File: src/rtl/exhaust_sweep_gen_pkg.sv
// exhaust_sweep_gen_pkg
// Shared types and helpers for the exhaustive sweep generator:
//   state_e    - sweep controller states
//   bin2gray   - 8-bit binary to reflected Gray code
//   popcount   - number of set bits in an 8-bit value
//   ones_w     - width of a counter able to hold 0..tw
//   hold_w     - width of the per-vector hold counter (never 0)
package exhaust_sweep_gen_pkg;

    typedef enum logic [1:0] {
        IDLE  = 2'd0,
        APPLY = 2'd1,
        DONE  = 2'd2
    } state_e;

    function automatic logic [7:0] bin2gray(input logic [7:0] b);
        return b ^ (b >> 1);
    endfunction

    function automatic logic [3:0] popcount(input logic [7:0] v);
        logic [3:0] c;
        c = 4'd0;
        for (int i = 0; i < 8; i++) c = c + {3'b000, v[i]};
        return c;
    endfunction

    function automatic int ones_w(input int tw);
        return $clog2(tw + 1);
    endfunction

    function automatic int hold_w(input int h);
        return (h > 1) ? $clog2(h) : 1;
    endfunction

endpackage

File: src/rtl/exhaust_sweep_gen_if.sv
// exhaust_sweep_gen_if
// Control, stimulus/response and result bundle of the sweep generator.
//   start/mode/abort        - sweep control from the host
//   stim/stim_valid         - vector driven into the DUT under sweep
//   resp                    - DUT response
//   busy/done               - sweep status
//   truth_tbl/ones_cnt      - captured table and its ones count
// With SWEEP_EXPECT_EN defined: exp_tbl (expected table), mismatch, first_fail.
// master: the generator; slave: the host/DUT environment.
interface exhaust_sweep_gen_if #(
    parameter int N_IN  = 4,
    parameter int N_OUT = 1
);
    localparam int TW = N_OUT << N_IN;
    localparam int CW = $clog2(TW + 1);

    logic             start;
    logic             mode;
    logic             abort;
    logic [N_IN-1:0]  stim;
    logic             stim_valid;
    logic [N_OUT-1:0] resp;
    logic             busy;
    logic             done;
    logic [TW-1:0]    truth_tbl;
    logic [CW-1:0]    ones_cnt;
`ifdef SWEEP_EXPECT_EN
    logic [TW-1:0]    exp_tbl;
    logic             mismatch;
    logic [N_IN-1:0]  first_fail;
`endif

    modport master (
        input  start, mode, abort, resp,
`ifdef SWEEP_EXPECT_EN
        input  exp_tbl,
        output mismatch, first_fail,
`endif
        output stim, stim_valid, busy, done, truth_tbl, ones_cnt
    );

    modport slave (
        output start, mode, abort, resp,
`ifdef SWEEP_EXPECT_EN
        output exp_tbl,
        input  mismatch, first_fail,
`endif
        input  stim, stim_valid, busy, done, truth_tbl, ones_cnt
    );

endinterface

File: src/rtl/exhaust_sweep_gen_seq.sv
// sweep_seq
// Vector index / hold counters and the stimulus encoder.
//   clk, rst  - clock, async active-high reset
//   load_i    - start a sweep: index 0, hold 0, latch mode_i, stim 0
//   mode_i    - 0 binary order, 1 Gray order
//   run_i     - advance counters this cycle (APPLY and not aborting)
//   stim_o    - registered vector map(idx)
//   cap_o     - this is the last hold cycle of the current vector
//   last_o    - current vector is the final one of the sweep
module sweep_seq
    import exhaust_sweep_gen_pkg::*;
#(
    parameter int N_IN        = 4,
    parameter int HOLD_CYCLES = 1
) (
    input  logic            clk,
    input  logic            rst,
    input  logic            load_i,
    input  logic            mode_i,
    input  logic            run_i,
    output logic [N_IN-1:0] stim_o,
    output logic            cap_o,
    output logic            last_o
);
    localparam int IW = N_IN + 1;  // one spare bit so the final index never aliases 0
    localparam int HW = hold_w(HOLD_CYCLES);
    localparam logic [HW-1:0] HOLD_LAST = HW'(HOLD_CYCLES - 1);
    localparam logic [IW-1:0] IDX_LAST  = IW'((1 << N_IN) - 1);

    logic [IW-1:0]   idx_q,  idx_d;
    logic [HW-1:0]   hold_q;
    logic            mode_q;
    logic [N_IN-1:0] stim_q, stim_d;
    logic [N_IN-1:0] nxt;
    logic [7:0]      gray;

    always_comb begin
        idx_d  = idx_q + IW'(1);
        nxt    = idx_q[N_IN-1:0] + N_IN'(1);
        gray   = bin2gray(8'(nxt));
        stim_d = mode_q ? gray[N_IN-1:0] : nxt;
    end

    always_ff @(posedge clk or posedge rst) begin
        if (rst) begin
            idx_q  <= '0;
            hold_q <= '0;
            mode_q <= 1'b0;
            stim_q <= '0;
        end else if (load_i) begin
            idx_q  <= '0;
            hold_q <= '0;
            mode_q <= mode_i;
            stim_q <= '0;
        end else if (run_i) begin
            if (hold_q == HOLD_LAST) begin
                hold_q <= '0;
                // on the final vector stim holds its last value
                if (idx_q != IDX_LAST) begin
                    idx_q  <= idx_d;
                    stim_q <= stim_d;
                end
            end else begin
                hold_q <= hold_q + HW'(1);
            end
        end
    end

    assign stim_o = stim_q;
    assign cap_o  = (hold_q == HOLD_LAST);
    assign last_o = (idx_q == IDX_LAST);

endmodule

File: src/rtl/exhaust_sweep_gen.sv
// exhaust_sweep_gen
// Exhaustive stimulus generator and truth-table capture engine. Drives every
// N_IN-bit vector (binary or Gray order), holds each HOLD_CYCLES cycles,
// samples resp on the last hold cycle into truth_tbl at address stim, and
// accumulates the ones count.
// Ports:
//   clk    - clock, rising edge
//   rst    - asynchronous reset, active-high
//   sweep  - exhaust_sweep_gen_if.master (start, mode, abort, stim,
//            stim_valid, resp, busy, done, truth_tbl, ones_cnt)
// Optional: define SWEEP_EXPECT_EN to compare each capture against exp_tbl
// and report a sticky mismatch flag plus the first failing vector.
module exhaust_sweep_gen
    import exhaust_sweep_gen_pkg::*;
#(
    parameter int N_IN        = 4,
    parameter int N_OUT       = 1,
    parameter int HOLD_CYCLES = 1
) (
    input  logic                clk,
    input  logic                rst,
    exhaust_sweep_gen_if.master sweep
);
    localparam int DEPTH = 1 << N_IN;
    localparam int TW    = N_OUT * DEPTH;
    localparam int CW    = ones_w(TW);

    state_e          state_q;
    logic            stim_valid_q, busy_q, done_q;
    logic [TW-1:0]   tbl_q;
    logic [CW-1:0]   ones_q;
    logic [N_IN-1:0] stim;
    logic            cap_pt, last;
    logic            load, run, cap;

    assign load = (state_q == IDLE)  && sweep.start;
    assign run  = (state_q == APPLY) && !sweep.abort;  // abort outranks capture
    assign cap  = run && cap_pt;

    sweep_seq #(
        .N_IN        (N_IN),
        .HOLD_CYCLES (HOLD_CYCLES)
    ) u_seq (
        .clk    (clk),
        .rst    (rst),
        .load_i (load),
        .mode_i (sweep.mode),
        .run_i  (run),
        .stim_o (stim),
        .cap_o  (cap_pt),
        .last_o (last)
    );

`ifdef SWEEP_EXPECT_EN
    logic             mismatch_q;
    logic [N_IN-1:0]  first_fail_q;
    logic [N_OUT-1:0] exp_sel;

    always_comb begin
        exp_sel = '0;
        for (int v = 0; v < DEPTH; v++)
            if (int'(stim) == v) exp_sel = sweep.exp_tbl[v*N_OUT +: N_OUT];
    end

    always_ff @(posedge clk or posedge rst) begin
        if (rst) begin
            mismatch_q   <= 1'b0;
            first_fail_q <= '0;
        end else if (load) begin
            mismatch_q   <= 1'b0;
            first_fail_q <= '0;
        end else if (cap && !mismatch_q && (exp_sel != sweep.resp)) begin
            mismatch_q   <= 1'b1;
            first_fail_q <= stim;
        end
    end

    assign sweep.mismatch   = mismatch_q;
    assign sweep.first_fail = first_fail_q;
`endif

    always_ff @(posedge clk or posedge rst) begin
        if (rst) begin
            state_q      <= IDLE;
            stim_valid_q <= 1'b0;
            busy_q       <= 1'b0;
            done_q       <= 1'b0;
            tbl_q        <= '0;
            ones_q       <= '0;
        end else begin
            case (state_q)
                IDLE: begin
                    done_q <= 1'b0;
                    if (sweep.start) begin
                        state_q      <= APPLY;
                        stim_valid_q <= 1'b1;
                        busy_q       <= 1'b1;
                        tbl_q        <= '0;
                        ones_q       <= '0;
                    end
                end
                APPLY: begin
                    if (sweep.abort) begin
                        state_q      <= IDLE;
                        stim_valid_q <= 1'b0;
                        busy_q       <= 1'b0;
                    end else if (cap) begin
                        // indexed by stim, so the table is order-independent
                        for (int v = 0; v < DEPTH; v++)
                            if (int'(stim) == v) tbl_q[v*N_OUT +: N_OUT] <= sweep.resp;
                        ones_q <= ones_q + CW'(popcount(8'(sweep.resp)));
                        if (last) begin
                            state_q      <= DONE;
                            stim_valid_q <= 1'b0;
                            busy_q       <= 1'b0;
                            done_q       <= 1'b1;
                        end
                    end
                end
                DONE: begin
                    done_q  <= 1'b0;
                    state_q <= IDLE;
                end
                default: state_q <= IDLE;
            endcase
        end
    end

    assign sweep.stim       = stim;
    assign sweep.stim_valid = stim_valid_q;
    assign sweep.busy       = busy_q;
    assign sweep.done       = done_q;
    assign sweep.truth_tbl  = tbl_q;
    assign sweep.ones_cnt   = ones_q;

endmodule

File: src/flat_wrapper.sv
// flat-port wrapper written by rule: the top's interface ports become plain ports
module exhaust_sweep_gen_flat import exhaust_sweep_gen_pkg::*;
#(
    parameter int N_IN        = 4,
    parameter int N_OUT       = 1,
    parameter int HOLD_CYCLES = 1
)
  (clk, rst, sweep_start, sweep_mode, sweep_abort, sweep_resp, sweep_stim, sweep_stim_valid, sweep_busy, sweep_done, sweep_truth_tbl, sweep_ones_cnt);
  exhaust_sweep_gen_if #(.N_IN(N_IN), .N_OUT(N_OUT)) sweep_i ();
  input  logic clk;
  input  logic rst;
  input wire logic [$bits(sweep_i.start)-1:0] sweep_start;
  input wire logic [$bits(sweep_i.mode)-1:0] sweep_mode;
  input wire logic [$bits(sweep_i.abort)-1:0] sweep_abort;
  input wire logic [$bits(sweep_i.resp)-1:0] sweep_resp;
  output wire logic [$bits(sweep_i.stim)-1:0] sweep_stim;
  output wire logic [$bits(sweep_i.stim_valid)-1:0] sweep_stim_valid;
  output wire logic [$bits(sweep_i.busy)-1:0] sweep_busy;
  output wire logic [$bits(sweep_i.done)-1:0] sweep_done;
  output wire logic [$bits(sweep_i.truth_tbl)-1:0] sweep_truth_tbl;
  output wire logic [$bits(sweep_i.ones_cnt)-1:0] sweep_ones_cnt;
  assign sweep_i.start = sweep_start;
  assign sweep_i.mode = sweep_mode;
  assign sweep_i.abort = sweep_abort;
  assign sweep_i.resp = sweep_resp;
  assign sweep_stim = sweep_i.stim;
  assign sweep_stim_valid = sweep_i.stim_valid;
  assign sweep_busy = sweep_i.busy;
  assign sweep_done = sweep_i.done;
  assign sweep_truth_tbl = sweep_i.truth_tbl;
  assign sweep_ones_cnt = sweep_i.ones_cnt;
  exhaust_sweep_gen #(.N_IN(N_IN), .N_OUT(N_OUT), .HOLD_CYCLES(HOLD_CYCLES)) u_core (.clk(clk), .rst(rst), .sweep(sweep_i));
endmodule
File: config.mk
export PLATFORM = sky130hd
export DESIGN_NAME = exhaust_sweep_gen_flat
export DESIGN_NICKNAME = d
export VERILOG_FILES = /design/src/rtl/exhaust_sweep_gen_pkg.sv /design/src/rtl/exhaust_sweep_gen_if.sv /design/src/rtl/exhaust_sweep_gen_seq.sv /design/src/rtl/exhaust_sweep_gen.sv /design/src/flat_wrapper.sv
export SDC_FILE = /design/constraint.sdc
export NUM_CORES = 1
export LEC_CHECK = 0
export BUFFER_PORTS_ARGS = -buffer_cell sky130_fd_sc_hd__buf_2
export CORE_ASPECT_RATIO = 1.75
export CORE_MARGIN = 3
export CORE_UTILIZATION = 45
export DETAILED_ROUTE_END_ITERATION = 16
export PLACE_DENSITY = 0.67
export SLEW_MARGIN = 10
export SYNTH_ARGS = -nofsm -noshare
export SYNTH_HDL_FRONTEND = slang
export SYNTH_SLANG_ARGS = --single-unit
File: constraint.sdc
create_clock -name clk -period 2.3 [get_ports clk]
set_clock_uncertainty 0.2 [all_clocks]
set_input_delay 0.575 -clock clk [delete_from_list [all_inputs] [get_ports clk]]
set_output_delay 0.575 -clock clk [all_outputs]
set_load 0.02 [all_outputs]
==> results of run 1 <==
-- worst max-delay path, stage by stage, from the launching register on --
cell	delay, ns
dfrtp_2	0.43
ha_2	0.22
inv_1	0.07
nor2_1	0.05
ha_1	0.21
or4b_4	0.57
nor2_1	0.13
a21boi_2	0.17
a211o_1	0.10
-- path summary, 6_finish.rpt --
kind,from,end,slack [ns]
worst min register to register,u_core.sweep.done$_DFFE_PP0P_,u_core.sweep.done$_DFFE_PP0P_,0.30
max in group asynchronous,rst,u_core.u_seq.idx_q[0]$_DFFE_PP0P_,1.38
worst max-delay path,u_core.u_seq.idx_q[0]$_DFFE_PP0P_,u_core.u_seq.stim_o[2]$_DFFE_PP0P_,0.1
worst min-delay path,rst,u_core.sweep.done$_DFFE_PP0P_,0.16
min in group clk,sweep_mode,u_core.u_seq.mode_q$_DFFE_PP0P_,0.30
worst max register to register,u_core.u_seq.idx_q[0]$_DFFE_PP0P_,u_core.u_seq.stim_o[2]$_DFFE_PP0P_,0.1
-- layer usage --
| layer | wire length, um | global-route usage (%) | up-vias | share of wire [%] |
|---|---|---|---|---|
| li1 | - | - | 684 | - |
| met2 | 2100 | 32.0 | 34 | 53 |
| met1 | 1600 | 19.6 | 704 | 40 |
| met5 | 0 | 0 | - | 0 |
| met3 | 145 | 4.17 | 10 | 3.7 |
| met4 | 125 | 9.77 | 0 | 3.2 |
-- cell type report --
type | count | area (um2) | area share [%]
flip-flops and latches | 34 | 852 | 40.5
clock buffers | 6 | 82.6 | 3.93
inverters | 10 | 37.5 | 1.79
repair buffers | 39 | 210 | 10.0
multi-input cells | 115 | 832 | 39.6
well taps | 46 | 57.6 | 2.74
clock inverters | 1 | 30.0 | 1.43
-- power by group --
group | switching [mW] | leakage (nW) | internal (mW)
Combinational | 0.267 | 0.499 | 0.163
Clock | 0.211 | 0.0573 | 0.346
Sequential | 0.103 | 0.458 | 0.671
-- what timing repair did --
item / in CTS / in global routing
buffers inserted: 0 / 2
resized for setup: 0 / 3
endpoints found under the setup margin: 0 / 4
-- logic make-up after synthesis --
kind of cell / Yosys count
xor gates and xnor gates: 6
muxes: 10
and+or+nand+nor: 49
buffers and inverters: 21
adders and majority gates: 4
AOI/OAI and AO/OA: 46
DFF: 34
-- sequential cells by signal (all words and copies together) (netlist names) --
signal,flops
u_core.sweep.ones_cnt,5
u_core.u_seq.stim_o,3
u_core.sweep.truth_tbl,16
u_core.sweep.done,1
u_core.state_q,2
u_core.u_seq.mode_q,1
u_core.sweep.stim_valid,1
u_core.u_seq.idx_q,5
-- metrics by stage --
step	TNS [ns]	power, mW	std cells
6_report	0	1.76	251
5_1_grt	-0.0141	1.85	251
4_1_cts	0	1.77	249
3_5_place_dp	0	1.20	242
3_3_place_gp	0	1.18	242
2_1_floorplan	0	1.07	170
-- placed cells by master (no fill, tap or decap), types with 6 or more instances in the layout --
cell,instances
inv_1,9
buf_2,33
o21ai_0,12
nand3_1,8
clkbuf_8,6
nand2_1,16
buf_4,6
o31ai_1,6
mux2_2,6
dfrtp_1,33
nor2_1,8
==> results.py, run 1 <==
metrics = {
    "clock_tree": {
        "cts.clk_slew.worst_paths_ns": 0.07,
        "cts_tree": "built",
        "clock-sinks": 34,
        "htreeDepth": 2,
        "clockBufferDepth": 2,
        "root_buffer": "clkbuf_8",
        "clk_latency_ns": 0.29,
        "cts_hold_buf": 0,
        "numCtsBuffers": 5,
    },
    "detailed_routing": {
        "first_pass_iters": 4,
        "num_vias": 1432,
        "avgRoutedWirePerCell_um": 15.8,
        "drt_iter0_drc": 30,
        "wirelength_um": 3970,
        "vias_per_cell": 5.71,
        "route.detailed.drc": 0,
        "ant_nets": 0,
    },
    "power_and_ir_drop": {
        "p_per_area_nw_per_um2": 838,
        "p_leak_nw": 1.01,
        "ir_drop_mv": 0.549,
    },
    "synth": {
        "synth_top_family_by_area": "compound AO/OA/AOI/OAI gates",
        "synth-main-ff-cell": "dfrtp_1",
        "synth_mux_area_share_pct": 6.17,
        "yosys.area_share.xor_xnor_pct": 2.95,
        "synth_fa_ha_area_share_pct": 2.81,
        "yosysMostFrequentCell": "dfrtp_1",
        "synth_area_leaders": "dfrtp_1 48%, mux2_2 3.8%, o21ai_0 3.6%",
        "synth_top_cell_area_share_pct": 47.7,
        "ys_types": 42,
        "syn-mean-instance-area_um2": 10.5,
        "yosys-top-cells-count": "34 x dfrtp_1, 16 x nand2_1, 13 x o21ai_0, 9 x inv_1",
        "synthCells": 170,
        "syn_area_um2": 1780,
        "synth_edf_count": 0,
        "ys_seq_area_share_pct": 47.7,
        "syn_nets": 180,
        "synth_simple_gate_area_share_pct": 15.1,
        "yosysTopAreaCell": "dfrtp_1",
        "synth-seq-cells": 34,
        "synth-compound-area-share_pct": 19.5,
        "async_reset_ff_share_pct": 100,
        "yosys_warnings": 0,
    },
    "run": {
        "timing.max_cap.violations": 0,
    },
    "finish": {
        "finalNetCount": 215,
        "fillers": 329,
        "design_area_um2": 2100,
        "area_growth_pct": 17.8,
        "antenna_cells": 0,
        "layout-drive-gt1-share_pct": 30.7,
        "utilization_pct": 56.2,
    },
    "floorplanning": {
        "rows": 29,
        "dieArea_um2": 4790,
        "design.core.area_um2": 3740,
        "ios": 34,
        "die_w_um": 53.6,
        "fp.dieH_um": 89.3,
        "initial_core_util_pct": 47.7,
    },
    "timing": {
        "finalSetupViolations": 0,
        "max_freq_mhz": 454,
        "hold_viol": 0,
        "maxSlewHeadroom_pct": 70.2,
        "layout_setup_ws_ns": 0.0955,
        "worst_pin_slew_ns": 0.446,
        "post-route-period-util_pct": 95.8,
        "rsz0062_at_grt": "yes",
        "slew_violations": 0,
        "min_period_ns": 2.20,
        "whs_ns": 0.162,
    },
    "worst_setup_path": {
        "critPathMaxFanout": 6,
        "cp-start-kind": "flop",
        "reg2reg_depth": 8,
        "cp-end-kind": "flop",
        "worstPathArrival_ns": 2.24,
        "crit_type": "reg -> reg",
        "required_ns": 2.33,
    },
    "place": {
        "gp_congestion": 0.792,
        "dpl_worst_slack_ns": 0.0536,
        "io_buffers": 33,
        "placed_area_um2": 1970,
        "hpwl_um": 2830,
    },
    "grt": {
        "grt_pass1_vias": 1401,
        "grt_max_degree": 35,
        "grt_pass1_wl_um": 6340,
        "antenna_found_initial": 0,
        "grt_usage_pct": 18.2,
        "gr-total-overflow": 0,
    },
    "hold_path": {
        "hold_class": "in -> async",
    },
    "outcome": {
        "status": "completed",
    },
}
Power figures use the tool's default switching activity.
==> run 2: changes to the inputs <==
Settings changed: ABC_AREA set to 1, REMOVE_ABC_BUFFERS set to 1.
Clock period 2.3 ns to 2.35 ns, I/O delays scaled along.
==> run 2 against run 1 <==
Effect of this change: sequential cell count unchanged; non-clock buffer count down 5; clock power down 21%; cell count up 14%; register-to-register slack better by 0.39 ns; fmax up 18%; critical path depth up 1; final area down 3.6%; critical endpoint unchanged; largest power group unchanged; highest routed layer unchanged.
==> results.py, run 2 <==
metrics = {
    "detailed_routing": {
        "first_pass_iters": 4,
        "route.detailed.drc": 0,
        "wirelength_um": 3520,
        "num_vias": 1439,
        "drt_iter0_drc": 29,
        "vias_per_cell": 5.01,
        "avgRoutedWirePerCell_um": 12.3,
        "ant_nets": 0,
    },
    "synth": {
        "synth_edf_count": 0,
        "async_reset_ff_share_pct": 100,
        "yosys-top-cells-count": "54 x nand2_1, 34 x dfrtp_1, 18 x o21ai_1, 16 x inv_1, 14 x o21ai_0",
        "yosysMostFrequentCell": "nand2_1",
        "synth-main-ff-cell": "dfrtp_1",
        "synthCells": 205,
        "syn_area_um2": 1760,
        "yosys_warnings": 0,
        "syn-mean-instance-area_um2": 8.61,
        "synth_top_cell_area_share_pct": 48.2,
        "synth_area_leaders": "dfrtp_1 48%, nand2_1 11%, o21ai_1 5.1%",
        "yosysTopAreaCell": "dfrtp_1",
        "ys_types": 22,
        "ys_seq_area_share_pct": 48.2,
        "synth-seq-cells": 34,
    },
    "timing": {
        "setup_tns_ns": 0,
        "max_freq_mhz": 536,
        "min_period_ns": 1.87,
        "maxSlewHeadroom_pct": 70.8,
        "whs_ns": 0.189,
        "slew_violations": 0,
        "hold_viol": 0,
        "rsz0062_at_grt": "no",
        "finalSetupViolations": 0,
        "worst_pin_slew_ns": 0.438,
        "post-route-period-util_pct": 79.4,
    },
    "clock_tree": {
        "root_buffer": "clkbuf_8",
        "post_cts_buffers": 0,
        "cts.clk_slew.worst_paths_ns": 0.07,
        "clockBufferDepth": 2,
        "cts_hold_buf": 0,
        "clk_latency_ns": 0.28,
        "htreeDepth": 2,
        "clock-sinks": 34,
        "numCtsBuffers": 5,
        "cts_resized": 0,
        "cts_tree": "built",
    },
    "grt": {
        "gr-total-overflow": 0,
        "antenna_found_initial": 0,
        "grt_usage_pct": 17.8,
        "grt_pass1_vias": 1444,
        "grt_pass1_wl_um": 6130,
        "grt_max_degree": 35,
    },
    "finish": {
        "final_cells": 287,
        "mostFrequentLayoutCells": "54 x nand2_1, 34 x dfrtp_1, 33 x buf_2",
        "final_common_cell": "nand2_1",
        "layout-drive-gt1-share_pct": 28.2,
        "antenna_cells": 0,
        "finalNetCount": 250,
        "largest_reg_flops": 16,
        "area_growth_pct": 14.8,
    },
    "floorplanning": {
        "fp.dieH_um": 88.8,
        "rows": 29,
        "dieArea_um2": 4740,
        "design.core.area_um2": 3700,
        "die_w_um": 53.3,
        "initial_core_util_pct": 47.7,
        "ios": 34,
    },
    "worst_setup_path": {
        "r2r_slack_ns": 0.48,
        "worstPathArrival_ns": 1.89,
        "required_ns": 2.37,
        "cp-start-kind": "flop",
        "cp-end-kind": "flop",
        "critPathMaxFanout": 8,
        "crit_type": "reg -> reg",
    },
    "place": {
        "hpwl_um": 2680,
        "io_buffers": 33,
        "dp.cells": 279,
        "gp_congestion": 0.869,
    },
    "power_and_ir_drop": {
        "p_per_area_nw_per_um2": 935,
        "ir_drop_mv": 0.496,
        "p_leak_nw": 1.03,
    },
    "run": {
        "timing.max_cap.violations": 0,
    },
    "hold_path": {
        "hold_class": "in -> async",
    },
    "outcome": {
        "status": "completed",
    },
}
==> run 2: path summary, 6_finish.rpt <==
check | depth (start not counted) | to | startpoint
setup / recovery | 9 | u_core.u_seq.stim_o[2]$_DFFE_PP0P_ | u_core.u_seq.idx_q[0]$_DFFE_PP0P_
hold / removal | 3 | u_core.state_q[1]$_DFFE_PP0P_ | rst
setup reg to reg | 9 | u_core.u_seq.stim_o[2]$_DFFE_PP0P_ | u_core.u_seq.idx_q[0]$_DFFE_PP0P_
hold reg to reg | 2 | u_core.sweep.truth_tbl[15]$_DFFE_PP0P_ | u_core.sweep.truth_tbl[15]$_DFFE_PP0P_
max in group asynchronous | 3 | u_core.sweep.truth_tbl[6]$_DFFE_PP0P_ | rst
min in group clk | 2 | u_core.sweep.truth_tbl[15]$_DFFE_PP0P_ | u_core.sweep.truth_tbl[15]$_DFFE_PP0P_
==> run 2: per-stage QoR <==
step	worst slack, ns	power, mW	util [%]	area (um2)
after floorplan	0.667	1.27	-	1700
after global routing	0.349	2.04	54.7	2030
after CTS	0.466	1.92	54.7	2030
after detailed placement	0.481	1.47	52.3	1930
after global placement	0.542	1.46	52.3	1930
final	0.485	1.89	54.7	2030
==> run 2: cells by family (layout without fill, tap and decap cells) <==
kind of cell,after synthesis,after routing,share of synthesized area [%]
adder cells (fa/ha/maj),4,4,2.84
AND/OR/NAND/NOR,95,95,26.1
XOR/XNOR,1,1,0.497
buffers and inverters,27,63,7.87
flip-flops,34,34,48.2
AO/OA/AOI/OAI,44,44,14.5
==> run 2: routing by layer <==
metal,wire length (um),global-route usage (%)
met2,1850,30.7
met1,1460,19.0
met5,0,0
met3,133,4.72
met4,77,9.77
==> run 2: final cells by class <==
type | instances | area (um2)
tap | 46 | 57.6
clock inverter | 1 | 5.00
fill | 378 | 1680
timing repair buffer | 34 | 173
clock buffer | 7 | 86.3
inverter | 21 | 78.8
sequential | 34 | 851
multi-input combinational | 144 | 774
==> run 2: power breakdown <==
| group | switching, mW | internal (mW) |
|---|---|---|
| Clock | 0.202 | 0.236 |
| Combinational | 0.440 | 0.209 |
| Sequential | 0.0984 | 0.708 |
==> run 2: worst max-delay path, cell delays in order, from the launching register on <==
cell and delay [ns]:
dfrtp_1 0.43, ha_1 0.23, nand2_1 0.10, nor2_1 0.05, ha_1 0.22, nor2_4 0.23
nand3_1 0.15, nand2_1 0.09, nand2_1 0.05, nand2_1 0.05
